<file path="src/rtl/afifo_pkg.sv">
// Shared types and constants for the asynchronous FIFO read/write schedulers.
package afifo_pkg;

    typedef enum logic [1:0] {
        IDLE,
        BURST,
        GAP,
        FLUSH
    } afifo_rsched_st_e;

    // Settle time after a burst so the registered almost-empty flag catches up.
    localparam int unsigned AFIFO_GAP_CYC = 2;

endpackage

</file>
<file path="src/rtl/rr_arb.sv">
// N-way one-hot round-robin arbiter; priority starts at the index after ptr_i.
module rr_arb #(
    parameter int unsigned N  = 4,
    parameter int unsigned IW = $clog2(N)
) (
    input  logic [N-1:0]  req_i,
    input  logic [IW-1:0] ptr_i,
    output logic [N-1:0]  gnt_o,
    output logic [IW-1:0] id_o
);

    // Scan from ptr_i+1 around the ring; first requester found wins.
    always_comb begin
        logic found;
        gnt_o = '0;
        id_o  = '0;
        found = 1'b0;
        for (int unsigned k = 1; k <= N; k++) begin
            int unsigned idx;
            idx = (int'(ptr_i) + k) % N;
            if (!found && req_i[idx]) begin
                found      = 1'b1;
                gnt_o[idx] = 1'b1;
                id_o       = IW'(idx);
            end
        end
    end

endmodule

</file>
<file path="src/rtl/afifo_rsched.sv">
// Read-side burst scheduler: round-robin burst admission onto the FIFO read port,
// pop tagging, and soft-flush sequencing through the read-domain soft reset.
module afifo_rsched
    import afifo_pkg::*;
#(
    parameter int unsigned N  = 4,
    parameter int unsigned LW = 4,
    parameter int unsigned IW = $clog2(N)
) (
    input  logic            rclk,
    input  logic            rrst_n,
    input  logic [N-1:0]    req,
    input  logic [N*LW-1:0] blen,
    output logic [N-1:0]    gnt,
    output logic [N-1:0]    done,
    output logic [N-1:0]    abort,
    input  logic            rempty,
    input  logic            arempty,
    output logic            rinc,
    output logic            rsrst,
    output logic            pop_vld,
    output logic [IW-1:0]   pop_id,
    output logic            pop_last,
    input  logic            flush_req,
    output logic            flush_done,
    output logic            busy
);

    afifo_rsched_st_e st_q, st_d;
    logic [N-1:0]  gnt_q, gnt_d;
    logic [LW-1:0] blen_q, blen_d;
    logic [LW:0]   cnt_q, cnt_d;
    logic [IW-1:0] id_q, id_d;
    logic [IW-1:0] ptr_q, ptr_d;
    logic [1:0]    gap_q, gap_d;
    logic          pend_q, pend_d;
    logic          pop_vld_q, pop_vld_d;
    logic [IW-1:0] pop_id_q, pop_id_d;
    logic          pop_last_q, pop_last_d;
    logic [N-1:0]  done_q, done_d;
    logic [N-1:0]  abort_q, abort_d;
    logic          fdone_q, fdone_d;

    logic [N-1:0]  arb_gnt;
    logic [IW-1:0] arb_id;
    logic          pop;
    logic          last_beat;

    rr_arb #(
        .N (N),
        .IW(IW)
    ) u_arb (
        .req_i(req),
        .ptr_i(ptr_q),
        .gnt_o(arb_gnt),
        .id_o (arb_id)
    );

    assign rinc      = (st_q == BURST) & ~rempty;
    assign pop       = rinc;
    assign last_beat = (cnt_q == {1'b0, blen_q});

    // Next-state logic for the scheduler FSM and its delivery pipeline.
    always_comb begin
        st_d       = st_q;
        gnt_d      = gnt_q;
        blen_d     = blen_q;
        cnt_d      = cnt_q;
        id_d       = id_q;
        ptr_d      = ptr_q;
        gap_d      = gap_q;
        pend_d     = pend_q;
        pop_vld_d  = pop;
        pop_id_d   = id_q;
        pop_last_d = pop & last_beat;
        done_d     = '0;
        abort_d    = '0;
        fdone_d    = 1'b0;
        unique case (st_q)
            IDLE: begin
                if (flush_req) begin
                    st_d = FLUSH;
                end else if (|req && !arempty) begin
                    st_d   = BURST;
                    gnt_d  = arb_gnt;
                    id_d   = arb_id;
                    ptr_d  = arb_id;
                    blen_d = blen[arb_id*LW +: LW];
                    cnt_d  = '0;
                end
            end
            BURST: begin
                if (flush_req) begin
                    // The pop made this cycle still delivers, but the owner sees abort.
                    st_d    = FLUSH;
                    gnt_d   = '0;
                    abort_d = gnt_q;
                end else if (pop) begin
                    cnt_d = cnt_q + 1'b1;
                    if (last_beat) begin
                        st_d   = GAP;
                        gap_d  = '0;
                        gnt_d  = '0;
                        done_d = gnt_q;
                    end
                end
            end
            FLUSH: begin
                st_d    = GAP;
                gap_d   = '0;
                fdone_d = 1'b1;
                pend_d  = pend_q | flush_req;
            end
            GAP: begin
                if (gap_q == 2'(AFIFO_GAP_CYC - 1)) begin
                    if (pend_q || flush_req) begin
                        st_d   = FLUSH;
                        pend_d = 1'b0;
                    end else begin
                        st_d = IDLE;
                    end
                end else begin
                    gap_d  = gap_q + 1'b1;
                    pend_d = pend_q | flush_req;
                end
            end
            default: st_d = IDLE;
        endcase
    end

    // State and output registers with synchronous active-low reset.
    always_ff @(posedge rclk) begin
        if (!rrst_n) begin
            st_q       <= IDLE;
            gnt_q      <= '0;
            blen_q     <= '0;
            cnt_q      <= '0;
            id_q       <= '0;
            ptr_q      <= IW'(N - 1);
            gap_q      <= '0;
            pend_q     <= 1'b0;
            pop_vld_q  <= 1'b0;
            pop_id_q   <= '0;
            pop_last_q <= 1'b0;
            done_q     <= '0;
            abort_q    <= '0;
            fdone_q    <= 1'b0;
        end else begin
            st_q       <= st_d;
            gnt_q      <= gnt_d;
            blen_q     <= blen_d;
            cnt_q      <= cnt_d;
            id_q       <= id_d;
            ptr_q      <= ptr_d;
            gap_q      <= gap_d;
            pend_q     <= pend_d;
            pop_vld_q  <= pop_vld_d;
            pop_id_q   <= pop_id_d;
            pop_last_q <= pop_last_d;
            done_q     <= done_d;
            abort_q    <= abort_d;
            fdone_q    <= fdone_d;
        end
    end

    assign gnt        = gnt_q;
    assign done       = done_q;
    assign abort      = abort_q;
    assign rsrst      = (st_q == FLUSH);
    assign busy       = (st_q != IDLE);
    assign pop_vld    = pop_vld_q;
    assign pop_id     = pop_id_q;
    assign pop_last   = pop_last_q;
    assign flush_done = fdone_q;

endmodule

</file>
<file path="config.mk">
export PLATFORM = sky130hd
export DESIGN_NAME = afifo_rsched
export DESIGN_NICKNAME = d
export VERILOG_FILES = /design/src/rtl/afifo_pkg.sv /design/src/rtl/rr_arb.sv /design/src/rtl/afifo_rsched.sv
export SDC_FILE = /design/constraint.sdc
export NUM_CORES = 1
export LEC_CHECK = 0
export CAP_MARGIN = 40
export CORE_MARGIN = 1.5
export CORE_UTILIZATION = 46
export DETAILED_ROUTE_END_ITERATION = 16
export GPL_TIMING_DRIVEN = 0
export PLACE_DENSITY = 0.87
export SYNTH_ARGS = -nofsm -noshare
export SYNTH_HDL_FRONTEND = slang
export SYNTH_SLANG_ARGS = --single-unit
</file>
<file path="constraint.sdc">
create_clock -name rclk -period 2.61 [get_ports rclk]
set_input_delay 0.261 -clock rclk [delete_from_list [all_inputs] [get_ports rclk]]
set_output_delay 0.261 -clock rclk [all_outputs]
set_load 0.05 [all_outputs]
</file>
# ---- Yosys cells after proc, flatten, opt, wreduce, memory -nomap -nowiden
# Index checks and enable logic that the tools add are counted.
dict set report classes {
  reduce_logical 27
  add_sub_neg 6
  n_shift 1
  magnitude_cmp 8
  n_bitwise 12
  n_eq_ne 16
  mux 55
}
# op count
set ops {}
lappend ops {{$mux W4} 9}
lappend ops {{$mux W2} 15}
lappend ops {{$mux W5} 4}
lappend ops {{$shiftx A16 B5 Y4} 1}
lappend ops {{$reduce_and A5 Y1} 3}
lappend ops {{$mux W1} 14}
lappend ops {{$ne A2 B2 Y1 const B} 7}
lappend ops {{$lt A2 B3 Y1 const B} 4}
lappend ops {{$ne A3 B3 Y1 const B} 4}
lappend ops {{$or A4 B4 Y4} 3}
lappend ops {{$pmux W5 S2} 1}
lappend ops {{$bmux W1 S2} 4}
lappend ops {{$demux W1 S2} 4}
lappend ops {{$ge A2 B1 Y1 const B} 4}
lappend ops {{$logic_and A1 B1 Y1} 8}
lappend ops {{$pmux W2 S4} 1}
lappend ops {{$pmux W4 S2} 1}
lappend ops {{$add A2 B1 Y2 const B} 3}
lappend ops {{$not A1 Y1} 6}
lappend ops {{$pmux W2 S3} 1}
lappend ops {{$reduce_and A3 Y1} 2}
lappend ops {{$reduce_bool A2 Y1} 3}
lappend ops {{$add A5 B1 Y5 const B} 1}
lappend ops {{$eq A5 B4 Y1} 1}
lappend ops {{other kinds (14)} 21}
dict set report totals {
  ff_bits 35
  inputBits 25
  word_cells 139
}

# ---- Longest topological paths before layout
# Gate-level depths: netlist of run 1.
dict set report logic_depth {
  ltp_word 16
  depth_mapped 12
}

# ---- Cells and area by module
# Synthesis of run 1 repeated with hierarchy kept, for this count alone.
dict set report hier_totals {
  cells_unflattened 233
  area_unflattened_um2 2117.0
}
# mod seq_area_each_um2 n_inst area_each_um2 cells_per_inst
set modules_own_cells {}
lappend modules_own_cells {afifo_rsched 700.7 1 1571.5 165}
lappend modules_own_cells {rr_arb 0.0 1 545.5 68}

# ---- Least setup slack after synthesis of run 1
# No wires, ideal clock.
dict set report synth_timing {
  kind {flip-flop to flip-flop}
  from {register ptr_q[0]}
  to {register blen_q[0]}
  arrival_ns 2.672
  stages_incl_launch_ff 13
  period_less_slack_ns 2.757
  setup_ns 0.086
  path_buffers 4
  slack_ns -0.147
  cell_sequence {dfxtp_1 -> buf_6 -> inv_1 -> ha_1 -> clkbuf_2 -> mux4_2 -> nor2b_4 -> buf_6 -> o21a_4 -> or2_1 -> buf_6 -> mux2i_1 -> a211oi_1}
}
dict set report synth_between {
  elab_chain_cells 14
  word_cells_on_any_way 26
  classes_between {add/sub (4); shift (1); mux (15); reduce/logical (6)}
}
# element line_no
set synth_rtl {}
lappend synth_rtl {{start: declaration} afifo_rsched.sv:34} ;# logic [IW-1:0] ptr_q, ptr_d;
lappend synth_rtl {{start signal: assignment} afifo_rsched.sv:139} ;# ptr_q <= IW'(N - 1);
lappend synth_rtl {{start signal: assignment} afifo_rsched.sv:154} ;# ptr_q <= ptr_d;
lappend synth_rtl {{$add A2 B1 Y2} rr_arb.sv:20} ;# idx = (int'(ptr_i) + k) % N;
lappend synth_rtl {{$bmux W1 S2} rr_arb.sv:21} ;# if (!found && req_i[idx]) begin
lappend synth_rtl {{$mux W1 (implied by the code)} rr_arb.sv:21}
lappend synth_rtl {{$mux W1} rr_arb.sv:21}
lappend synth_rtl {{$logic_not A1 Y1} rr_arb.sv:21}
lappend synth_rtl {{$logic_and A1 B1 Y1} rr_arb.sv:21}
lappend synth_rtl {{$mux W1} rr_arb.sv:21}
lappend synth_rtl {{$logic_not A1 Y1} rr_arb.sv:21}
lappend synth_rtl {{$logic_and A1 B1 Y1} rr_arb.sv:21}
lappend synth_rtl {{$mux W1} rr_arb.sv:21}
lappend synth_rtl {{$logic_not A1 Y1} rr_arb.sv:21}
lappend synth_rtl {{$logic_and A1 B1 Y1} rr_arb.sv:21}
lappend synth_rtl {{$mux W2 *} rr_arb.sv:21}
lappend synth_rtl {{$shiftx A16 B5 Y4 *} afifo_rsched.sv:88} ;# blen_d = blen[arb_id*LW +: LW];
lappend synth_rtl {{end signal: assignment} afifo_rsched.sv:151} ;# blen_q <= blen_d;
lappend synth_rtl {{end: declaration} afifo_rsched.sv:31} ;# logic [LW-1:0] blen_q, blen_d;
# Every way passes the cells marked *; elsewhere a longest branch is shown, timed or not. The select of a mux whose other input is x is not followed.
# A chain may end at the register's enable or synchronous reset.

# ---- Worst setup path after layout of run 1
dict set report layout_timing {
  from {register st_q[0]}
  to {output port busy}
}
dict set report layout_between {
  elab_chain_cells 1
}
# element line_no
set layout_rtl {}
lappend layout_rtl {{start: declaration} afifo_rsched.sv:29} ;# afifo_rsched_st_e st_q, st_d;
lappend layout_rtl {{start signal: assignment} afifo_rsched.sv:149} ;# st_q <= st_d;
lappend layout_rtl {{$reduce_bool A2 Y1} afifo_rsched.sv:170} ;# assign busy = (st_q != IDLE);
lappend layout_rtl {{end: declaration} afifo_rsched.sv:26} ;# output logic busy
# No other way between the ends.

==> run metrics, run 1 <==
slew margin rel. 45.2%; post-layout min period 2.50 ns; Area growth syn-to-layout 31.2%; Worst Hold Launch flush_req; Metal-1 WL 2.05 mm; port bufs 41; Worst IR Drop VDD 0.282 mV; unrepaired setup endpoints after global routing false; Syn Inst Count 227; CTS Buf Count 5; reg-to-reg startpoint ptr_q[0]$_SDFFE_PN1P_; Fillers 349; startpoint types flip-flop; maximum fanout along the worst path 10; P_leak 0.00107 uW; final number of setup-violating endpoints 0; initial drt markers 167; leading register cell type out of synthesis dfxtp_1; met3 wire length 311 um; CP arrival 2.24 ns; Detail Route Antenna Nets 0; hold path depth 3; required time of the critical path 2.35 ns; CP Cell Sequence clkbuf_1 -> clkinv_1 -> nand2_1 -> clkdlybuf4s50_1; cell row count 24; WHS Endpoint pend_q$_SDFFE_PN0P_; fin cells 333; register area share after synthesis 33.8%; Design Area, Final 0.00272 mm^2; Ant. Diodes 0; vias in the first global route 1787; r2r endpoint blen_q[2]$_SDFFE_PN0P_; DR vias/cell 5.70; Via Count 1898; multi-input logic area 0.00124 mm^2; Async SR Flop Fraction 0%; maximum buffer depth of the clock tree 2; area of the core 0.00435 mm^2; Layout Skew 0.00696 ns; worst-skew pair later-pin latency 0.29 ns; chip height 70.1 um; DRC 0; DR WL met2 2.48 mm; Total Routed Length 4.91 mm; uppermost routed layer met4; largest net degree at the start of global routing 13; clock root buffer clkbuf_8; #FFs+latches synth 35; total global-route track usage 20.8%; Hold Crit Class primary input to flip-flop; slowest CP cell clkdlybuf4s50_1; synth unique cells 56; total global routing overflow 0; initial core utilization 47.6%; htree depth 2; Post-synth EDFFs 0; DR WL/cell 14.7 um; period utilization 96.0%; die width 70.1 um; Nets 315; first-pass GRT wire length 8.16 mm; max cap viols 0; hold buffers post-CTS 0; Final Core Density 62.4%; reg2reg path depth 11; pre-CTS setup slack -0.158 ns; DR pass1 iterations 4; CTS tree yes; Clk pin slew, worst setup/hold paths 0.07 ns; I/O pins 45; syn avg cell area 9.13 um^2; layout cell share with drive strength beyond 1 16.7%; Syn. warnings 0; pin slew with the least headroom to its limit 0.812 ns; Sequential Area 708 um^2; Clock Sinks 35; Syn Std Cell Area 0.00207 mm^2; P per Cell Area 530 mW/mm^2; dpl hpwl 3.44 mm; Final Hold Vio Count 0; Max Clock Freq 399 MHz; max incr delay on CP 0.81 ns; initial antenna violation count 0; Placer Congestion 0.843; Setup WS post-layout 0.105 ns; r2r setup slk 0.12 ns; Worst setup EP type output port; die area 0.00492 mm^2; Placed Area 0.00255 mm^2; status completed; CP Class flip-flop to output port; Max Slew Vio Count 0; DP Cell Count 320; syn nets 262
worst max-delay path, delay by kind of cell (launching register included):
kind | cells | cell delay [ns]
buffers and inverters | 3 | 1.49
flip-flops | 1 | 0.31
AND/OR/NAND/NOR | 1 | 0.15
cells by family (layout without fill, tap and decap cells):
kind of cell / after synthesis / count (layout) / share of synthesized area [%]
AO/OA/AOI/OAI: 63 / 63 / 22.6
XOR/XNOR: 4 / 4 / 1.69
flip-flops: 35 / 35 / 33.8
multiplexers: 13 / 13 / 8.76
AND/OR/NAND/NOR: 74 / 74 / 20.0
buffers and inverters: 28 / 82 / 7.13
adder cells (fa/ha/maj): 10 / 10 / 6.04
power by group:
group | leakage, uW | internal, uW | total (uW) | switching, uW
Sequential | 0.000284 | 556 | 570 | 13.9
Combinational | 0.000727 | 184 | 420 | 235
Clock | 0.0000563 | 246 | 451 | 205
Total | 0.00107 | 986 | 1440 | 454
final cells by class:
type                            count  area share (%)
Buffer                             13            3.18
Clock buffer                        6            3.45
Clock inverter                      2           0.506
Inverter                           14            1.93
Multi-Input combinational cell    164            45.7
Sequential cell                    35            26.0
Tap cell                           52            2.39
Timing Repair Buffer               47            16.8
placed cells by master, fill, tap and decap left out, drive strengths merged, types with 3 or more instances in the layout:
cell type,n
xnor2,3
o21ai,14
buf,13
nor3b,4
nor4,3
clkbuf,12
o211ai,3
a211oi,9
mux2i,8
and3,6
mux4,4
clkinv,3
inv,13
nor2,18
a21oi,12
ha,10
nand2,16
and2,7
nor3,5
a22oi,8
dfxtp,35
clkdlybuf4s50,40
per-stage QoR:
step / power [uW] / setup TNS [ns] / hold WS (ns)
final: 1440 / 0 / 0.422
after global routing: 1510 / 0 / 0.438
after floorplan: 870 / 0 / 0.333
after global placement: 967 / -0.387 / 0.440
after CTS: 1430 / 0 / 0.391
after detailed placement: 979 / -0.584 / 0.450
cell usage after synthesis, types with 2 or more instances:
cell,n,area [um^2]
and2_1,6,37.5
o21ai_0,14,70.1
a311oi_1,2,17.5
nand4_1,2,12.5
mux4_2,4,90.1
buf_6,5,56.3
mux2i_1,8,80.1
inv_1,13,48.8
dfxtp_1,35,701
nor2_1,18,67.6
nor3b_1,4,30.0
o211a_1,2,20.0
xnor2_1,3,26.3
nor3_1,5,25.0
nand2b_1,2,12.5
clkbuf_1,6,22.5
a211oi_1,3,22.5
o211ai_1,2,15.0
a211oi_2,6,75.1
ha_1,10,125
nand2_1,16,60.1
and3_1,6,37.5
a22oi_1,8,60.1
nand3_1,2,10.0
a21oi_1,12,60.1
nor4_1,3,18.8
per-layer routing:
layer  vias to the layer above  global-route usage, %
met5                         -                      0
met4                         0                   8.12
met3                         5                   5.92
met2                        82                   35.9
met1                       884                   24.3
li1                        927                      -
state kept, by name, summed over array words and instances, names as in the netlist, 4 cells and up:
name    flops
cnt_q       5
abort       4
blen_q      4
done        4
gnt         4
repair_timing:
| item | in CTS | in global routing |
|---|---|---|
| resized for setup | 2 | 4 |
| buffers inserted | 3 | 3 |
| pin swaps | 1 | 2 |
| setup endpoints to repair | 5 | 5 |
worst max path at each step:
stage / cells after the start / endpoint / slack, ns / from
6_report: 4 / busy / 0.11 / st_q[0]$_SDFFE_PN0P_
5_1_grt: 11 / blen_q[2]$_SDFFE_PN0P_ / 0.006 / ptr_q[0]$_SDFFE_PN1P_
4_1_cts: 11 / blen_q[1]$_SDFFE_PN0P_ / 0.02 / ptr_q[1]$_SDFFE_PN1P_
3_5_place_dp: 11 / blen_q[0]$_SDFFE_PN0P_ / -0.16 / ptr_q[1]$_SDFFE_PN1P_
3_3_place_gp: 11 / blen_q[1]$_SDFFE_PN0P_ / -0.11 / ptr_q[1]$_SDFFE_PN1P_
2_1_floorplan: 12 / blen_q[0]$_SDFFE_PN0P_ / 0.04 / ptr_q[0]$_SDFFE_PN1P_
(Power assumes the default switching activity.)
==> run 2, diff against run 1 <==
CELL_PAD_IN_SITES_DETAIL_PLACEMENT = 1   (was unset)
CELL_PAD_IN_SITES_GLOBAL_PLACEMENT = 1   (was unset)
CORE_UTILIZATION = 34   (was 46)
PLACE_DENSITY = 0.86   (was 0.87)
==> run 2 against run 1 <==
Effect of this change: flip-flop and latch count unchanged; setup slack worse by 0.0089 ns; register-to-register slack worse by 0.02 ns; via count unchanged; utilization down 16 points; final area up 0.60%; maximum frequency down 0.35%; wire length up 9.1%; total power up 2.8%; clock skew up 0.0014 ns; die area up 34%; critical endpoint is now blen_q[2]$_SDFFE_PN0P_; highest routed layer unchanged.
==> run metrics, run 2 (synthesis results as in run 1) <==
status completed; Max Slew Vio Count 0; most frequent cells in the layout clkdlybuf4s50_1, dfxtp_1, nor2_1; CTS tree yes; period utilization 96.3%; DR WL/cell 15.1 um; slowest CP cell dfxtp_4; Final Hold Vio Count 0; clock root buffer clkbuf_8; Switch Pwr 460 uW; DRC 0; Logic pwr share 28.3%; hold buffers post-CTS 0; max reg flops 5; first-pass GRT wire length 8.71 mm; reg-to-reg startpoint ptr_q[1]$_SDFFE_PN1P_; max incr delay on CP 0.36 ns; Clock Sinks 35; die area 0.00657 mm^2; r2r endpoint blen_q[2]$_SDFFE_PN0P_; Worst Hold Launch flush_req; CP Launch Point ptr_q[1]$_SDFFE_PN1P_; CP bufs+invs 4; Clk pin slew, worst setup/hold paths 0.08 ns; layout cell share with drive strength beyond 1 15.8%; CP arrival 2.70 ns; reg2reg path depth 11; post-layout min period 2.51 ns; Total Routed Length 5.36 mm; sequential share of power 38.5%; r2r setup slk 0.1 ns; CTS Buf Count 5; maximum buffer depth of the clock tree 2; largest net degree at the start of global routing 13; die width 81.1 um; total global-route track usage 17.6%; Via Count 1898; htree depth 2; Design Area, Final 0.00274 mm^2; initial core utilization 35.2%; area of the core 0.00589 mm^2; initial antenna violation count 0; P_leak 0.00107 uW; most common cell after layout, fill and taps aside clkdlybuf4s50_1; Top Usage Layer GRT met2; Detail Route Antenna Nets 0; Hold Crit Class primary input to flip-flop; I/O pins 45; cell-internal power 1020 uW; unrepaired setup endpoints after global routing false; met2 usage 31.3%; CP Class flip-flop to flip-flop; maximum fanout along the worst path 9; final number of setup-violating endpoints 0; Placer Congestion 0.876; required time of the critical path 2.80 ns; initial drt markers 117; max cap viols 0; WHS Endpoint pend_q$_SDFFE_PN0P_; Placed Area 0.00258 mm^2; chip height 81.1 um; Layout Skew 0.00839 ns; fin cells 354; port bufs 41; GR Util met3 3.37%; CP most frequent cell buf_6; DR pass1 iterations 4; Ant. Diodes 0; sw frac 31.1%; dpl hpwl 4.03 mm; met1 Use GR 20.5%; Area growth syn-to-layout 32.0%; setup TNS 0 ns; startpoint types flip-flop; total global routing overflow 0; family with the most delay on the worst path compound AO/OA/AOI/OAI gates; hold path depth 3; Max Clock Freq 398 MHz; slew margin rel. 50.4%; largest reg by FF count cnt_q; Nets 313; CP Cell Sequence clkinvlp_4 -> ha_1 -> buf_6 -> mux4_2 -> nor2b_4 -> buf_6 -> o21a_4 -> or2_1 -> buf_6 -> a211oi_2 -> a211oi_2; clock power share 33.2%; vias in the first global route 1852; DR vias/cell 5.36; P per Cell Area 541 mW/mm^2; DP Cell Count 343; Worst IR Drop VDD 0.259 mV; worst-skew pair later-pin latency 0.30 ns; pin slew with the least headroom to its limit 0.734 ns; WHS 0.447 ns; Worst setup EP type flip-flop; cell row count 28
## run 2: power by group through the flow
stage / sequential (uW) / combinational (uW) / clock, uW
after detailed placement: 587 / 404 / 0
after CTS: 570 / 415 / 506
final: 570 / 419 / 492
after global placement: 586 / 390 / 0
after floorplan: 600 / 271 / 0
after global routing: 573 / 455 / 524
## run 2: worst max-delay path by stage
stage	end	slack, ns	depth (start not counted)
finish	blen_q[2]$_SDFFE_PN0P_	0.1	11
detailed placement	blen_q[0]$_SDFFE_PN0P_	-0.18	11
CTS	rsrst	0.02	4
global route	blen_q[2]$_SDFFE_PN0P_	0.02	11
floorplan	blen_q[0]$_SDFFE_PN0P_	0.04	12
global placement	blen_q[2]$_SDFFE_PN0P_	-0.15	11
## run 2: worst min-delay path, cell delays in order
cell and delay (ns):
buf_1 0.17, a21oi_1 0.20, a311oi_1 0.06
## run 2: final cells by class
type | count | area, um^2
Buffer | 13 | 90.1
Clock buffer | 5 | 68.8
Clock inverter | 3 | 43.8
Fill cell | 692 | 3150
Inverter | 14 | 56.3
Multi-Input combinational cell | 164 | 1230
Sequential cell | 35 | 708
Tap cell | 75 | 93.8
Timing Repair Buffer | 45 | 445
## run 2: metrics by stage
stage	worst slack, ns	util (%)	power [uW]
finish	0.0964	46.5	1480
global route	0.0162	46.5	1550
CTS	0.0240	46.2	1490
detailed placement	-0.177	43.9	991
global placement	-0.151	43.9	975
floorplan	0.0405	-	870
## run 2: metal layers
layer	part of all wire, %	wire length, um
met3	3.6	192
met1	42	2270
met2	52	2800
met5	0	0
met4	1.7	93
## run 2: what timing repair did
action                     4_1_cts  5_1_grt
setup endpoints to repair        6        6
pin swaps                        0        1
gates cloned                     0        0
setup buffers                    4        0
gates resized for setup          2        5
==> run 3, diff against run 2 <==
CAP_MARGIN = 0   (was 40)
TNS_END_PERCENT = 30   (was unset)
==> results of run 3 <==
Same layout as run 2: the final DEF is identical, and so are final timing and power.
